<file path="src/rtl/obsm_if.sv">
// Output-port side of the request/ack switch protocol.
// Handshake: an input port raises req[i] to ask for this output; the output
// answers with a one-hot ack[i]. While ack[i] is high, the flit on pkti[i]
// is consumed on every rising edge, including 00 bubbles. The grant is
// withdrawn on the edge that consumes a tail flit (type 11). req is only
// looked at while no grant is active, so dropping it early is harmless.
interface obsm_if;
  logic [3:0]  req;
  logic [39:0] pkti;
  logic [3:0]  ack;
  logic [9:0]  pkto;

  modport master (output req, output pkti, input ack, input pkto);
  modport slave  (input req, input pkti, output ack, output pkto);
endinterface

</file>
<file path="src/rtl/obsm.sv">
// Output buffer state machine: round-robin grant of one of four input
// ports, then forwarding of that port's flits to the output link until the
// tail flit has gone through, followed by a one-cycle release gap.
module obsm (
  input  logic       clk,
  input  logic       rst,
  obsm_if.slave      bus,
  output logic [1:0] dbg_state
);
  localparam int PKTW = 9;
  localparam int PORT = 3;
  localparam int FW   = PKTW + 1;
  localparam int NP   = PORT + 1;

  typedef enum logic [1:0] {
    IDLE    = 2'd0,
    BUSY    = 2'd1,
    RELEASE = 2'd2
  } state_t;

  state_t          state, state_n;
  logic [1:0]      last, last_n;
  logic [1:0]      win;
  logic            win_vld;
  logic [NP-1:0]   ack_q, ack_n;
  logic [FW-1:0]   pkto_q, pkto_n;
  logic [FW-1:0]   cur;

  // Round-robin pick: first requester after the most recent winner.
  always_comb begin
    win     = last;
    win_vld = 1'b0;
    for (int k = 1; k <= NP; k++) begin
      if (!win_vld && bus.req[2'(last + 2'(k))]) begin
        win     = 2'(last + 2'(k));
        win_vld = 1'b1;
      end
    end
  end

  // While granted, `last` is the owner, so its lane is the forwarded one.
  assign cur = bus.pkti[int'(last) * FW +: FW];

  // Next-state, grant and output flit selection.
  always_comb begin
    state_n = state;
    last_n  = last;
    ack_n   = ack_q;
    pkto_n  = '0;
    case (state)
      IDLE: begin
        ack_n = '0;
        if (win_vld) begin
          state_n = BUSY;
          ack_n   = 4'b0001 << win;
          last_n  = win;
        end
      end
      BUSY: begin
        pkto_n = cur;
        if (cur[FW-1:FW-2] == 2'b11) begin
          ack_n   = '0;
          state_n = RELEASE;
        end
      end
      RELEASE: begin
        ack_n   = '0;
        state_n = IDLE;
      end
      default: begin
        ack_n   = '0;
        state_n = IDLE;
      end
    endcase
  end

  // State, pointer and registered outputs; reset clears any grant in flight.
  always_ff @(posedge clk) begin
    if (rst) begin
      state  <= IDLE;
      last   <= 2'd3;
      ack_q  <= '0;
      pkto_q <= '0;
    end else begin
      state  <= state_n;
      last   <= last_n;
      ack_q  <= ack_n;
      pkto_q <= pkto_n;
    end
  end

  assign bus.ack   = ack_q;
  assign bus.pkto  = pkto_q;
  assign dbg_state = state;
endmodule
</file>
<file path="src/flat_wrapper.sv">
// flat-port wrapper written by rule: the top's interface ports become plain ports
module obsm_flat 
  (clk, rst, dbg_state, bus_req, bus_pkti, bus_ack, bus_pkto);
  obsm_if bus_i ();
  input  logic clk;
  input  logic rst;
  output logic [1:0] dbg_state;
  input wire logic [$bits(bus_i.req)-1:0] bus_req;
  input wire logic [$bits(bus_i.pkti)-1:0] bus_pkti;
  output wire logic [$bits(bus_i.ack)-1:0] bus_ack;
  output wire logic [$bits(bus_i.pkto)-1:0] bus_pkto;
  assign bus_i.req = bus_req;
  assign bus_i.pkti = bus_pkti;
  assign bus_ack = bus_i.ack;
  assign bus_pkto = bus_i.pkto;
  obsm u_core (.clk(clk), .rst(rst), .bus(bus_i), .dbg_state(dbg_state));
endmodule
</file>
<file path="config.mk">
export PLATFORM = sky130hd
export DESIGN_NAME = obsm_flat
export DESIGN_NICKNAME = d
export VERILOG_FILES = /design/src/rtl/obsm_if.sv /design/src/rtl/obsm.sv /design/src/flat_wrapper.sv
export SDC_FILE = /design/constraint.sdc
export NUM_CORES = 1
export LEC_CHECK = 0
export BUFFER_PORTS_ARGS = -buffer_cell sky130_fd_sc_hd__buf_2
export CAP_MARGIN = 20
export CORE_AREA = 2 2 61 46
export CTS_BUF_LIST = sky130_fd_sc_hd__clkbuf_2 sky130_fd_sc_hd__clkbuf_4 sky130_fd_sc_hd__clkbuf_8
export CTS_CLUSTER_SIZE = 24
export DETAILED_ROUTE_END_ITERATION = 10
export DIE_AREA = 0 0 63 48
export GPL_TIMING_DRIVEN = 0
export HOLD_SLACK_MARGIN = 0.15
export PLACE_DENSITY_LB_ADDON = 0.08
export SYNTH_ARGS = -nofsm -noshare
export SYNTH_HDL_FRONTEND = slang
export SYNTH_SLANG_ARGS = --single-unit
export TNS_END_PERCENT = 100
</file>
<file path="constraint.sdc">
create_clock -name clk -period 1.3 [get_ports clk]
set_input_delay 0.195 -clock clk [delete_from_list [all_inputs] [get_ports clk]]
set_output_delay 0.195 -clock clk [all_outputs]
set_load 0.1 [all_outputs]
</file>
==> reports/qor.yml, run 1 <==
status:
  run_status: "finished with violations"
  violations: "negative setup slack"
floorplanning:
  core.rowCount: 15
  dieHeight_um: 48
  die_x_um: 63
  fp.coreArea_um2: 2380
  num_io_pins: 62
  fp.dieArea_um2: 3020
  initial_utilization: 0.372
cts:
  cts_max_level: 1
  cts_tree: "done"
  cts_root_buf: "clkbuf_4"
  cts_hold_buf: 0
  clock-sinks: 18
  cts.clk_slew.worst_paths_ps: 100
  cts_made_buffers: 3
  clk_path_buf_depth: 2
  clock_latency_ps: 290
sta:
  hold_viol: 0
  fin_setup_tns_ps: -732
  slew_violations: 0
  finalCriticalPeriod_ps: 1420
  worst_clock_skew_ps: 6.83
  fin_ws_ps: -118
  finalCritPeriodShare: 1.09
  finalSetupViolations: 15
  tightest_slew_ps: 491
  slew_headroom: 0.675
  rsz0062_at_grt: "yes"
  fmax_ghz: 0.705
cells_and_area:
  diodes: 0
  n_fill_cell: 228
  nNetsFinal: 190
  final_common_cell: "buf_2"
  finalNonFillerCells: 177
  area_growth_pct: 49.5
  final_util: 0.556
  final_cell_mix: "buf_2 (56), dfxtp_1 (15), mux4_2 (10), nor2b_1 (10)"
  drive_gt1_frac: 0.601
critical_path:
  cp-end-kind: "flip-flop"
  critPathSlowestCell: "mux4_2"
  worst-setup-path-type: "reg2reg"
  worst-path-buf-inv: 0
  critPathLaunchType: "flip-flop"
  worstPathArrival_ps: 1650
  max_stage_delay_ps: 540
  crit_fanout: 5
  crit_chain: "mux4_2 -> a21oi_4 -> a22oi_1 -> nor2_1"
  cp.required_ps: 1530
  cp_top_family: "multiplexers"
global_routing:
  grt_pass1_wl_um: 3220
  grt_pass1_vias: 721
  grt_util_all_layers: 0.151
  grt_max_degree: 11
  antenna_found_initial: 0
  grt-ovfl-total: 0
pwr:
  power.total_mw: 1.83
  powerDensity_nw_per_um2: 1380
  peakVddDrop_uv: 574
  leakage_nw: 0.621
place:
  dp_cells: 171
  place_ws_ps: -167
  io_buffers: 60
  gp_congestion: 0.868
  dp_hpwl_um: 1800
drt:
  vias_per_cell: 4.72
  post-route-drc-count: 0
  drt_iter0_drc: 52
  wl_um: 2200
  firstDrtPassIters: 4
  via_count: 835
  post_drt_wl_per_cell_um: 12.4
  antenna_left: 0
yosys:
  synth-simple-area-share: 0.189
  ys_types: 23
  avgSynthCellArea_um2: 11.5
  ys_seq_area_frac: 0.406
  synth_compound_area_frac: 0.120
  synth_top_family_by_area: "multiplexers"
  synthXorXnorAreaFrac: 0
  ys_ff_latch: 18
  yosys_warnings: 0
  synth.net_count: 123
  synth_fa_ha_area_frac: 0
  synthMuxAreaShare: 0.254
  syn-instance-count: 77
  syn-cell-area_um2: 887
hold_path:
  hold_path_class: "in2reg"
flow_run:
  maxCapViolCount: 0
==> power by group <==
group / leakage (nW) / internal, mW / switching [mW]
clock: 0.0154 / 0.112 / 0.164
sequential: 0.149 / 0.614 / 0.0360
combinational: 0.457 / 0.334 / 0.572
==> final timing paths <==
path | startpoint | endpoint | slack (ps) | cells past startpoint
worst min-delay path | rst | u_core.bus.ack[0] | 210 | 2
worst max-delay path | u_core.last[0] | u_core.bus.ack[2] | -120 | 4
worst min register to register | u_core.bus.ack[3] | u_core.bus.ack[3] | 470 | 2
worst max register to register | u_core.last[0] | u_core.bus.ack[2] | -120 | 4
==> logic make-up (layout without fill, tap and decap cells) <==
kind of cell	count (synthesis)	count (layout)
compound gates	13	13
buf+inv	6	72
flops	18	18
mux	10	10
simple gates	30	30
==> metrics by stage <==
| step | instance area (um^2) | hold slack, ps |
|---|---|---|
| after floorplan | 908 | 468 |
| after global placement | 1250 | 436 |
| after detailed placement | 1250 | 449 |
| after CTS | 1310 | 232 |
| after global routing | 1330 | 247 |
| final | 1330 | 215 |
==> state kept, by name (all words and copies together) (netlist names) <==
signal and count:
u_core.bus.pkto 10, u_core.last 2, u_core.dbg_state 2, u_core.bus.ack 4
==> metal layers <==
layer	track usage	wire length, um	vias up
met4	0.0933	53	0
met3	0.0494	124	4
met2	0.272	1180	33
met5	0	0	-
met1	0.164	845	382
li1	-	-	416
==> final cells by class <==
type,count,area [um^2],area share
multi-input cells,53,523,0.394
flip-flops and latches,18,372,0.280
repair buffers,62,325,0.245
well taps,34,42.5,0.0321
plain buffers,4,30.0,0.0226
clock buffers,3,22.5,0.0170
inverters,2,7.51,0.00566
clock inverters,1,3.75,0.00283
==> what timing repair did <==
action	4_1_cts	5_1_grt
resized for setup	4	6
buffers inserted	2	0
setup endpoints to repair	15	20
pin swaps	4	2
==> Yosys cell counts, drive strengths merged <==
library cell,count,share of area
a211o,3,0.030
nand3b,1,0.0085
clkbuf,3,0.017
a21oi,5,0.041
mux4,10,0.25
a32oi,1,0.0099
or2,2,0.014
buf,1,0.0056
o21ai,1,0.0056
a22oi,1,0.0085
nand2b,6,0.042
a221oi,1,0.017
nor2,7,0.030
o211ai,1,0.0085
nor2b,10,0.071
and2,1,0.0071
nor3b,1,0.0085
nand2,2,0.0085
dfxtp,18,0.41
inv,2,0.0085
Power figures use the tool's default switching activity.
==> inputs of run 2 (changes only) <==
Settings changed: CORE_AREA 2 2 61 46 to 4 4 63 48, DIE_AREA 0 0 63 48 to 0 0 67 52, SLEW_MARGIN set to 10.
==> run 2 against run 1 <==
Effect of this change: the run still ends with negative setup slack left; sequential power is 0.9% higher; final area is 3.6% higher; clock power is 12% higher; die area is 15% higher; first-iteration DRC count is 65% lower; highest routed layer unchanged.
==> reports/qor.yml, run 2 (same netlist as run 1, synthesis figures left out) <==
sta:
  finalSetupViolations: 15
  hold_viol: 0
  slew_violations: 0
  tightest_slew_ps: 494
  fmax_ghz: 0.691
  finalCriticalPeriod_ps: 1450
  finalCritPeriodShare: 1.11
  worst_clock_skew_ps: 10.0
  rsz0062_at_grt: "yes"
  slew_headroom: 0.673
  fin_ws_ps: -146
flow_run:
  maxCapViolCount: 0
floorplanning:
  die_x_um: 67
  fp.dieArea_um2: 3480
  num_io_pins: 62
  core.rowCount: 15
  dieHeight_um: 52
  initial_utilization: 0.372
  fp.coreArea_um2: 2380
global_routing:
  grt-ovfl-total: 0
  antenna_found_initial: 0
  grt_pass1_wl_um: 3460
  grt_pass1_vias: 800
  grt_max_degree: 11
  grt_util_all_layers: 0.138
cts:
  clock-sinks: 18
  cts_hold_buf: 0
  cts_made_buffers: 3
  cts.clk_slew.worst_paths_ps: 110
  clk_path_buf_depth: 2
  cts_max_level: 1
  clock_latency_ps: 290
  cts_tree: "done"
  cts_root_buf: "clkbuf_4"
drt:
  post_drt_wl_per_cell_um: 13.7
  vias_per_cell: 4.76
  via_count: 852
  firstDrtPassIters: 4
  drt_iter0_drc: 18
  wl_um: 2460
  post-route-drc-count: 0
  antenna_left: 0
pwr:
  powerDensity_nw_per_um2: 1400
  leakage_nw: 0.654
  power.total_mw: 1.93
  peakVddDrop_uv: 598
critical_path:
  critPathLaunchType: "flip-flop"
  cp-end-kind: "flip-flop"
  r2r_slack_ps: -150
  crit_fanout: 5
  cp.required_ps: 1530
  worstPathArrival_ps: 1670
  worst-setup-path-type: "reg2reg"
cells_and_area:
  final_common_cell: "buf_2"
  diodes: 0
  finalNonFillerCells: 179
  area_growth_pct: 54.9
  final_cell_mix: "buf_2 (57), dfxtp_1 (14), mux4_2 (10)"
  final_util: 0.576
  drive_gt1_frac: 0.628
  nNetsFinal: 192
  largest_reg_flops: 10
status:
  violations: "negative setup slack"
  run_status: "finished with violations"
place:
  io_buffers: 60
  dp_cells: 171
  gp_congestion: 0.857
  dp_hpwl_um: 1960
hold_path:
  hold_path_class: "in2reg"
[run 2: path summary, 6_finish.rpt]
| path | start | endpoint | depth (start not counted) |
|---|---|---|---|
| max | u_core.last[0] | u_core.bus.ack[2] | 4 |
| min | rst | u_core.dbg_state[0] | 2 |
| max reg2reg | u_core.last[0] | u_core.bus.ack[2] | 4 |
| min reg2reg | u_core.bus.ack[3] | u_core.bus.ack[3] | 2 |
[run 2: what timing repair did]
item,CTS,global route
gates cloned,0,1
setup buffers,2,1
endpoints found under the setup margin,15,19
resized for setup,4,9
pin swaps,7,4
[run 2: per-stage QoR]
stage          TNS (ps)  area [um^2]  setup slack, ps  hold slack [ps]
2_1_floorplan      -590          908            -62.4              468
3_3_place_gp      -1760         1250             -145              438
3_5_place_dp      -2230         1250             -183              444
4_1_cts           -1240         1310             -168              227
5_1_grt           -2340         1370             -215              266
6_report          -1580         1370             -146              238
[run 2: layout make-up]
| type | instances | area (um^2) |
|---|---|---|
| fill | 220 | 1010 |
| multi-input combinational | 53 | 529 |
| sequential | 18 | 373 |
| timing repair buffer | 64 | 355 |
| tap | 34 | 42.5 |
| buffer | 4 | 36.3 |
| clock buffer | 4 | 30.0 |
| inverter | 2 | 7.51 |
[run 2: power by group]
group          switching, mW  leakage, nW  internal [mW]
clock network          0.168       0.0184          0.140
registers             0.0406        0.149          0.615
logic                  0.589        0.487          0.375
total                  0.798        0.654           1.13
[run 2: worst max-delay path, cell delays in order (launching register included)]
cell and delay [ps]:
dfxtp_4 400, mux4_2 550, a21oi_4 230, a22oi_1 110, nor2_1 90
[run 2: layer usage]
layer  wire length, um  global-route usage
met1               961               0.153
met5                 0                   0
met2              1270               0.241
met4                27              0.0572
met3               199              0.0454
